### src/rtl/seq_shifter.sv
// Multi-cycle shifter/rotator: one bit position per clock, start/busy/done handshake,
// sticky lost-bit flag for the shifting modes.
module seq_shifter #(
    parameter int WIDTH = 8,
    parameter int SHW   = 3
) (
    input  logic             clk,
    input  logic             rst,
    input  logic             start,
    input  logic [WIDTH-1:0] A,
    input  logic [SHW-1:0]   amt,
    input  logic [2:0]       mode,
    output logic [WIDTH-1:0] Y,
    output logic             ov,
    output logic             busy,
    output logic             done
);

    typedef enum logic [1:0] {IDLE, SHIFT, DONE} state_t;
    typedef enum logic [2:0] {
        M_SHL = 3'd0,
        M_SHR = 3'd1,
        M_SAR = 3'd2,
        M_ROL = 3'd3,
        M_ROR = 3'd4
    } mode_t;

    state_t           state;
    mode_t            mode_q;
    logic [SHW-1:0]   cnt;
    logic [WIDTH-1:0] step_y;
    logic             step_ov;

    // Reserved encodings fall through to the default: Y and ov hold, timing unchanged.
    always_comb begin
        step_y  = Y;
        step_ov = ov;
        case (mode_q)
            M_SHL: begin
                step_y  = {Y[WIDTH-2:0], 1'b0};
                step_ov = ov | Y[WIDTH-1];
            end
            M_SHR: begin
                step_y  = {1'b0, Y[WIDTH-1:1]};
                step_ov = ov | Y[0];
            end
            M_SAR: begin
                step_y  = {Y[WIDTH-1], Y[WIDTH-1:1]};
                step_ov = ov | Y[0];
            end
            M_ROL: step_y = {Y[WIDTH-2:0], Y[WIDTH-1]};
            M_ROR: step_y = {Y[0], Y[WIDTH-1:1]};
            default: begin
                step_y  = Y;
                step_ov = ov;
            end
        endcase
    end

    always_ff @(posedge clk) begin
        if (rst) begin
            state  <= IDLE;
            mode_q <= M_SHL;
            cnt    <= '0;
            Y      <= '0;
            ov     <= 1'b0;
            done   <= 1'b0;
        end else begin
            case (state)
                IDLE: begin
                    done <= 1'b0;
                    if (start) begin
                        Y      <= A;
                        cnt    <= amt;
                        mode_q <= mode_t'(mode);
                        ov     <= 1'b0;
                        if (amt == '0) begin
                            state <= DONE;
                            done  <= 1'b1;
                        end else begin
                            state <= SHIFT;
                        end
                    end
                end
                SHIFT: begin
                    Y   <= step_y;
                    ov  <= step_ov;
                    cnt <= cnt - 1'b1;
                    if (cnt == SHW'(1)) begin
                        state <= DONE;
                        done  <= 1'b1;
                    end
                end
                DONE: begin
                    done  <= 1'b0;
                    state <= IDLE;
                end
                default: begin
                    done  <= 1'b0;
                    state <= IDLE;
                end
            endcase
        end
    end

    assign busy = (state != IDLE);

endmodule

### config.mk
export PLATFORM = sky130hd
export DESIGN_NAME = seq_shifter
export DESIGN_NICKNAME = d
export VERILOG_FILES = /design/src/rtl/seq_shifter.sv
export SDC_FILE = /design/constraint.sdc
export NUM_CORES = 1
export LEC_CHECK = 0
export ABC_AREA = 1
export BUFFER_PORTS_ARGS = -buffer_cell sky130_fd_sc_hd__buf_2
export CORE_MARGIN = 3
export CORE_UTILIZATION = 40
export CTS_CLUSTER_SIZE = 28
export DETAILED_ROUTE_END_ITERATION = 7
export PLACE_DENSITY_LB_ADDON = 0.05
export SYNTH_ARGS = -nofsm -noshare
export SYNTH_HDL_FRONTEND = slang
export SYNTH_SLANG_ARGS = --single-unit
### constraint.sdc
create_clock -name clk -period 1.3 [get_ports clk]
set_input_delay 0.13 -clock clk [delete_from_list [all_inputs] [get_ports clk]]
set_output_delay 0.13 -clock clk [all_outputs]
set_load 0.1 [all_outputs]
==> flow_summary_export.csv, run 1 <==
group,metric,value,unit
sta,skew,0.00518,ns
synthesis,yosys.cell_types.count,25,
finish,nNetsFinal,196,
power,power_leakage,0.572,nW
clocking,h-tree-depth,1,
sta,rsz0062_at_grt,"no",
min_path,min_to,"Y[7]$_SDFFE_PP0P_",
grt,first_global_vias,939,
min_path,hp-start,"rst",
grt,antenna_found_initial,0,
sta,tightest_slew,0.487,ns
finish,drive_gt1_frac,0.386,
synthesis,synth-main-ff-cell,"dfxtp_1",
die,die_area,3250,µm²
critical_path,r2r-start,"state[1]$_SDFFE_PP0P_",
place,gp_congestion,0.801,
synthesis,synthArstFlopShare,0,
die,io_pins,28,
critical_path,critical-path-slowest-cell,"buf_2",
sta,setup_tns,0,ns
detailed_routing,antenna_left,0,
critical_path,worstPathCellList,"buf_2",
critical_path,cp-start-kind,"register",
grt,grt_max_degree,15,
clocking,post_cts_buffers,0,
run_status,outcome,"finished clean",
min_path,hold_path_depth,2,
synthesis,syn_nets,166,
detailed_routing,vias_per_cell,5.15,
sta,maxSlewHeadroom,0.678,
die,die_height,57.0,µm
detailed_routing,wl_per_cell,11.9,µm
critical_path,cp.buffers_inverters,1,
power,power_density,1490,nW/µm²
finish,antenna-diode-count,0,
clocking,cts_tree,"built",
critical_path,critPathMaxStageDelay,0.43,ns
critical_path,cp_max_fo,5,
finish,area_growth,22.3,%
flow_run,cap_violations,0,
sta,hold_violations,0,
die,initial_core_util,0.444,
critical_path,crit_type,"register to primary output",
synthesis,syn_inst,147,
clocking,cts_resized,0,
sta,setup_ws,0.0735,ns
clocking,cts_buffers,3,
critical_path,r2r-end,"Y[4]$_SDFFE_PP0P_",
critical_path,critPathArrivalTime,1.10,ns
detailed_routing,routed_wl,2.42,mm
place,numPlacedInstances,200,
critical_path,rrSetupSlack,0.10,ns
clocking,root_buffer,"clkbuf_4",
sta,setup_viol,0,
clocking,cts_buffer_depth,2,
synthesis,avgSynthCellArea,7.07,µm²
critical_path,required,1.17,ns
sta,slew_violations,0,
critical_path,cp-end-kind,"primary output",
power,ir_worst_vdd,0.000788,V
die,die_w,57.0,µm
sta,clock.fmax,815,MHz
clocking,numClockSinks,18,
synthesis,synth_seq_cells,18,
clocking,clk_pin_slew,0.11,ns
finish,final_cells,204,
sta,period_needed,1.23,ns
synthesis,ys_seq_area_frac,0.347,
detailed_routing,drt_pass1_iterations,4,
place,dpl.hpwl,1.82,mm
synthesis,syn-cell-area,1040,µm²
critical_path,reg2reg_depth,5,
place,io_buffers,27,
grt,grt_use_total,0.159,
place,post-place-ws,0.0732,ns
grt,grt_pass1_wl,4.11,mm
sta,period_share,0.943,
die,core,2340,µm²
die,rows,17,
detailed_routing,routed-via-count,1051,
detailed_routing,drc,0,
synthesis,synth-edff-count,0,
clocking,cts_hold_buf,0,
grt,gr-total-overflow,0,
synthesis,ys_warn_count,0,
detailed_routing,drtIter0Drc,24,
clocking,worst_skew_pair.late_latency,0.30,ns
min_path,hp-class,"input pin to register",
critical_path,critPathTopFamily,"buffers and inverters",
-- cell type report --
type / instances / area (µm²)
Clock buffer: 4 / 36.3
Fill cell: 247 / 1070
Inverter: 15 / 56.3
Multi-Input combinational cell: 110 / 599
Sequential cell: 18 / 377
Tap cell: 28 / 35.0
Timing Repair Buffer: 29 / 168
-- Yosys cell counts (all sizes together), types with 2 or more instances --
| master | count | share of area |
|---|---|---|
| nand3 | 21 | 0.11 |
| nand2 | 26 | 0.11 |
| nor2 | 10 | 0.043 |
| ha | 2 | 0.024 |
| buf | 3 | 0.029 |
| or2 | 6 | 0.036 |
| a21oi | 19 | 0.091 |
| o21ai | 20 | 0.11 |
| inv | 15 | 0.054 |
| dfxtp | 18 | 0.35 |
-- registers in the layout (all words and copies together) (netlist names) --
signal  cells
state       2
ov          1
cnt         3
done        1
mode_q      3
Y           8
-- per-layer routing --
layer | GRT usage | vias to the layer above | routed length (µm)
met5 | 0 | - | 0
met4 | 0.0298 | 0 | 18
met3 | 0.0498 | 2 | 108
met2 | 0.266 | 20 | 1130
met1 | 0.201 | 473 | 1160
li1 | - | 556 | -
-- where the power goes --
group	total (mW)	switching [mW]	internal, mW
Clock	0.354	0.183	0.171
Combinational	0.835	0.613	0.222
Sequential	0.710	0.0772	0.633
Total	1.90	0.874	1.03
-- logic make-up after synthesis --
logic type               Yosys count  synth area share
adder cells (fa/ha/maj)            2            0.0241
buffers and inverters             19            0.0866
XOR/XNOR                           1           0.00843
AND/OR/NAND/NOR                   65             0.309
AO/OA/AOI/OAI                     42             0.225
flip-flops                        18             0.347
-- worst max-delay path by stage --
stage          slack, ns  cells past startpoint           endpoint                    from
2_1_floorplan       0.07                      2    ov$_SDFFE_PP0P_         ov$_SDFFE_PP0P_
3_3_place_gp        0.08                      7  Y[6]$_SDFFE_PP0P_  mode_q[0]$_SDFFE_PP0P_
3_5_place_dp        0.07                      7  Y[5]$_SDFFE_PP0P_  mode_q[0]$_SDFFE_PP0P_
4_1_cts             0.02                      3               busy   state[0]$_SDFFE_PP0P_
5_1_grt            0.003                      8  Y[3]$_SDFFE_PP0P_  mode_q[0]$_SDFFE_PP0P_
6_report            0.07                      1               Y[0]       Y[0]$_SDFFE_PP0P_
-- per-stage QoR --
stage | hold WS, ns | power, mW | area (µm²) | utilization
after floorplan | 0.192 | 1.39 | 1050 | -
after global placement | 0.385 | 1.54 | 1220 | 0.520
after detailed placement | 0.386 | 1.54 | 1220 | 0.520
after CTS | 0.0581 | 1.90 | 1250 | 0.536
after global routing | 0.0547 | 2.02 | 1270 | 0.543
final | 0.0571 | 1.90 | 1270 | 0.543
-- worst register-to-register path: stages, from the launching register on --
cell	delay, ns
dfxtp_1	0.43
nor2_4	0.08
buf_4	0.18
or2_2	0.28
nand2_1	0.07
a21oi_1	0.05
-- placed cells by master (no fill, tap or decap), types with 4 or more instances in the layout --
master and instances:
a21oi_1 19, buf_2 25, clkbuf_4 4, dfxtp_1 5, dfxtp_2 13, inv_1 8
inv_2 7, nand2_1 23, nand3_1 20, nor2_1 7, o21ai_0 12, o21ai_1 7
or2_2 6
(Power assumes the default switching activity.)
==> run 2: changes to the inputs <==
--- a/config.mk
+++ b/config.mk
@@ -8,10 +8,11 @@
 export ABC_AREA = 1
 export BUFFER_PORTS_ARGS = -buffer_cell sky130_fd_sc_hd__buf_2
 export CORE_MARGIN = 3
-export CORE_UTILIZATION = 40
+export CORE_UTILIZATION = 36
 export CTS_CLUSTER_SIZE = 28
 export DETAILED_ROUTE_END_ITERATION = 7
 export PLACE_DENSITY_LB_ADDON = 0.05
+export SETUP_SLACK_MARGIN = 0.5
 export SYNTH_ARGS = -nofsm -noshare
 export SYNTH_HDL_FRONTEND = slang
 export SYNTH_SLANG_ARGS = --single-unit
==> flow_summary_export.csv, run 2 (synthesized netlist as in run 1, its figures left out) <==
group,metric,value,unit
power,power.internal,1.27,mW
power,power_density,1290,nW/µm²
die,die_height,59.7,µm
die,initial_core_util,0.398,
finish,nNetsFinal,217,
critical_path,rrSetupSlack,0.08,ns
grt,first_global_vias,1152,
sta,setup_viol,0,
power,total_power,2.35,mW
clocking,cts_buffer_depth,2,
die,rows,18,
critical_path,critical-path-slowest-cell,"dfxtp_2",
finish,fillCellCount,209,
detailed_routing,drc,0,
sta,tightest_slew,0.642,ns
grt,gr-usage-met2,0.319,
power,ir_worst_vdd,0.00101,V
flow_run,cap_violations,0,
critical_path,crit_type,"register to primary output",
power,p_sw,1.08,mW
critical_path,reg2reg_depth,7,
critical_path,cp-end-kind,"primary output",
power,p_clk_frac,0.132,
grt,grt_use_total,0.191,
die,die_w,59.7,µm
critical_path,r2r-end,"cnt[2]$_SDFFE_PP0P_",
finish,top_regs,"Y: 8 flops, cnt: 3 flops, mode_q: 3 flops",
finish,design_area,1820,µm²
detailed_routing,routed-via-count,1218,
place,post-place-ws,0.164,ns
detailed_routing,routed_wl,3.29,mm
critical_path,critPathMaxStageDelay,0.37,ns
run_status,outcome,"finished clean",
clocking,numClockSinks,18,
clocking,cts_tree,"built",
clocking,worst_skew_pair.late_latency,0.31,ns
sta,skew,0.00764,ns
power,seq_power_share,0.313,
grt,gr-total-overflow,0,
critical_path,worstPathCellList,"nor2_4 > clkinvlp_4 > buf_12",
clocking,cts_buffers,3,
critical_path,critPathArrivalTime,1.11,ns
min_path,hp-class,"input pin to register",
finish,area_growth,75.0,%
finish,regMostFlops,"Y",
clocking,clk_pin_slew,0.12,ns
finish,final_cells,227,
min_path,hold_path_depth,2,
place,postPlaceCellArea,1270,µm²
critical_path,cp_max_fo,3,
grt,grt_max_degree,14,
sta,hold_violations,0,
grt,grt-busiest-layer,"met2",
finish,postLayoutCoreUtil,0.696,
power,comb_power_share,0.555,
finish,layout_commonest_cell,"nand3_1",
critical_path,r2r-start,"state[0]$_SDFFE_PP0P_",
finish,drive_gt1_frac,0.650,
die,core,2610,µm²
clocking,root_buffer,"clkbuf_4",
grt,use_met3,0.0346,
place,gp_congestion,0.761,
clocking,h-tree-depth,1,
place,io_buffers,27,
detailed_routing,wl_per_cell,14.5,µm
place,dpl.hpwl,1.91,mm
sta,period_share,0.956,
power,netSwitchingFraction,0.461,
grt,grt_pass1_wl,5.21,mm
power,power_leakage,0.741,nW
critical_path,required,1.17,ns
finish,largest_reg_flops,8,
min_path,min_to,"Y[7]$_SDFFE_PP0P_",
grt,met1_usage,0.244,
sta,rsz0062_at_grt,"yes",
detailed_routing,antenna_left,0,
detailed_routing,drt_pass1_iterations,4,
die,die_area,3570,µm²
sta,slew_violations,0,
sta,period_needed,1.24,ns
finish,layout_common_cells,"17 x nand3_1, 16 x buf_2, 16 x buf_4",
sta,setup_tns,0,ns
detailed_routing,vias_per_cell,5.37,
sta,hold_ws,0.0478,ns
die,io_pins,28,
sta,clock.fmax,805,MHz
critical_path,cp-start-kind,"register",
finish,antenna-diode-count,0,
sta,maxSlewHeadroom,0.571,
detailed_routing,drtIter0Drc,36,
place,numPlacedInstances,203,
clocking,cts_hold_buf,0,
grt,antenna_found_initial,0,
min_path,hp-start,"rst",
sta,setup_ws,0.0572,ns
[run 2: cell count changes in the layout (fill, tap and decap cells not counted), moves of 10 or more]
cell     before  now
buf_12        1   11
buf_4         2   16
dfxtp_4       0   12
o21ai_0      12    1
o21ai_2       0   11
[run 2: how the worst max path moves through the flow]
stage | start | endpoint | slack, ns | cells after the start
2_1_floorplan | state[0]$_SDFFE_PP0P_ | Y[1]$_SDFFE_PP0P_ | 0.21 | 7
3_3_place_gp | state[1]$_SDFFE_PP0P_ | mode_q[2]$_SDFFE_PP0P_ | 0.14 | 4
3_5_place_dp | mode_q[0]$_SDFFE_PP0P_ | Y[4]$_SDFFE_PP0P_ | 0.16 | 8
4_1_cts | state[0]$_SDFFE_PP0P_ | busy | 0.08 | 3
5_1_grt | state[1]$_SDFFE_PP0P_ | busy | 0.004 | 3
6_report | state[1]$_SDFFE_PP0P_ | busy | 0.06 | 3
[run 2: cell type report]
class | instances | area (µm²) | share of cell area
Clock buffer | 3 | 22.5 | 0.0124
Multi-Input combinational cell | 111 | 779 | 0.428
Sequential cell | 18 | 410 | 0.226
Timing Repair Buffer | 49 | 488 | 0.268
Clock inverter | 1 | 3.75 | 0.00206
Inverter | 15 | 77.6 | 0.0426
Tap cell | 30 | 37.5 | 0.0206
[run 2: what timing repair did]
action                                 CTS  global route
setup endpoints to repair               29            29
gates cloned                             2             0
endpoints found under the hold margin    0             0
pin swaps                               10            13
resized for setup                       87            23
buffers inserted                        16             2
[run 2: critical path, delay by kind of cell, from the launching register on]
| kind | cells | cell delay [ns] |
|---|---|---|
| buffers and inverters | 2 | 0.28 |
| flip-flops | 1 | 0.37 |
| AND/OR/NAND/NOR | 1 | 0.15 |
[run 2: per-layer routing]
layer,vias up,wire length [µm]
met5,-,0
li1,607,-
met2,37,1650
met4,0,73
met3,10,156
met1,564,1420
[run 2: power by group through the flow]
stage | clock, mW | combinational [mW] | sequential, mW
6_report | 0.310 | 1.30 | 0.733
5_1_grt | 0.341 | 1.38 | 0.746
4_1_cts | 0.312 | 1.20 | 0.728
3_5_place_dp | 0 | 0.839 | 0.728
3_3_place_gp | 0 | 0.834 | 0.727
2_1_floorplan | 0 | 0.413 | 1.01
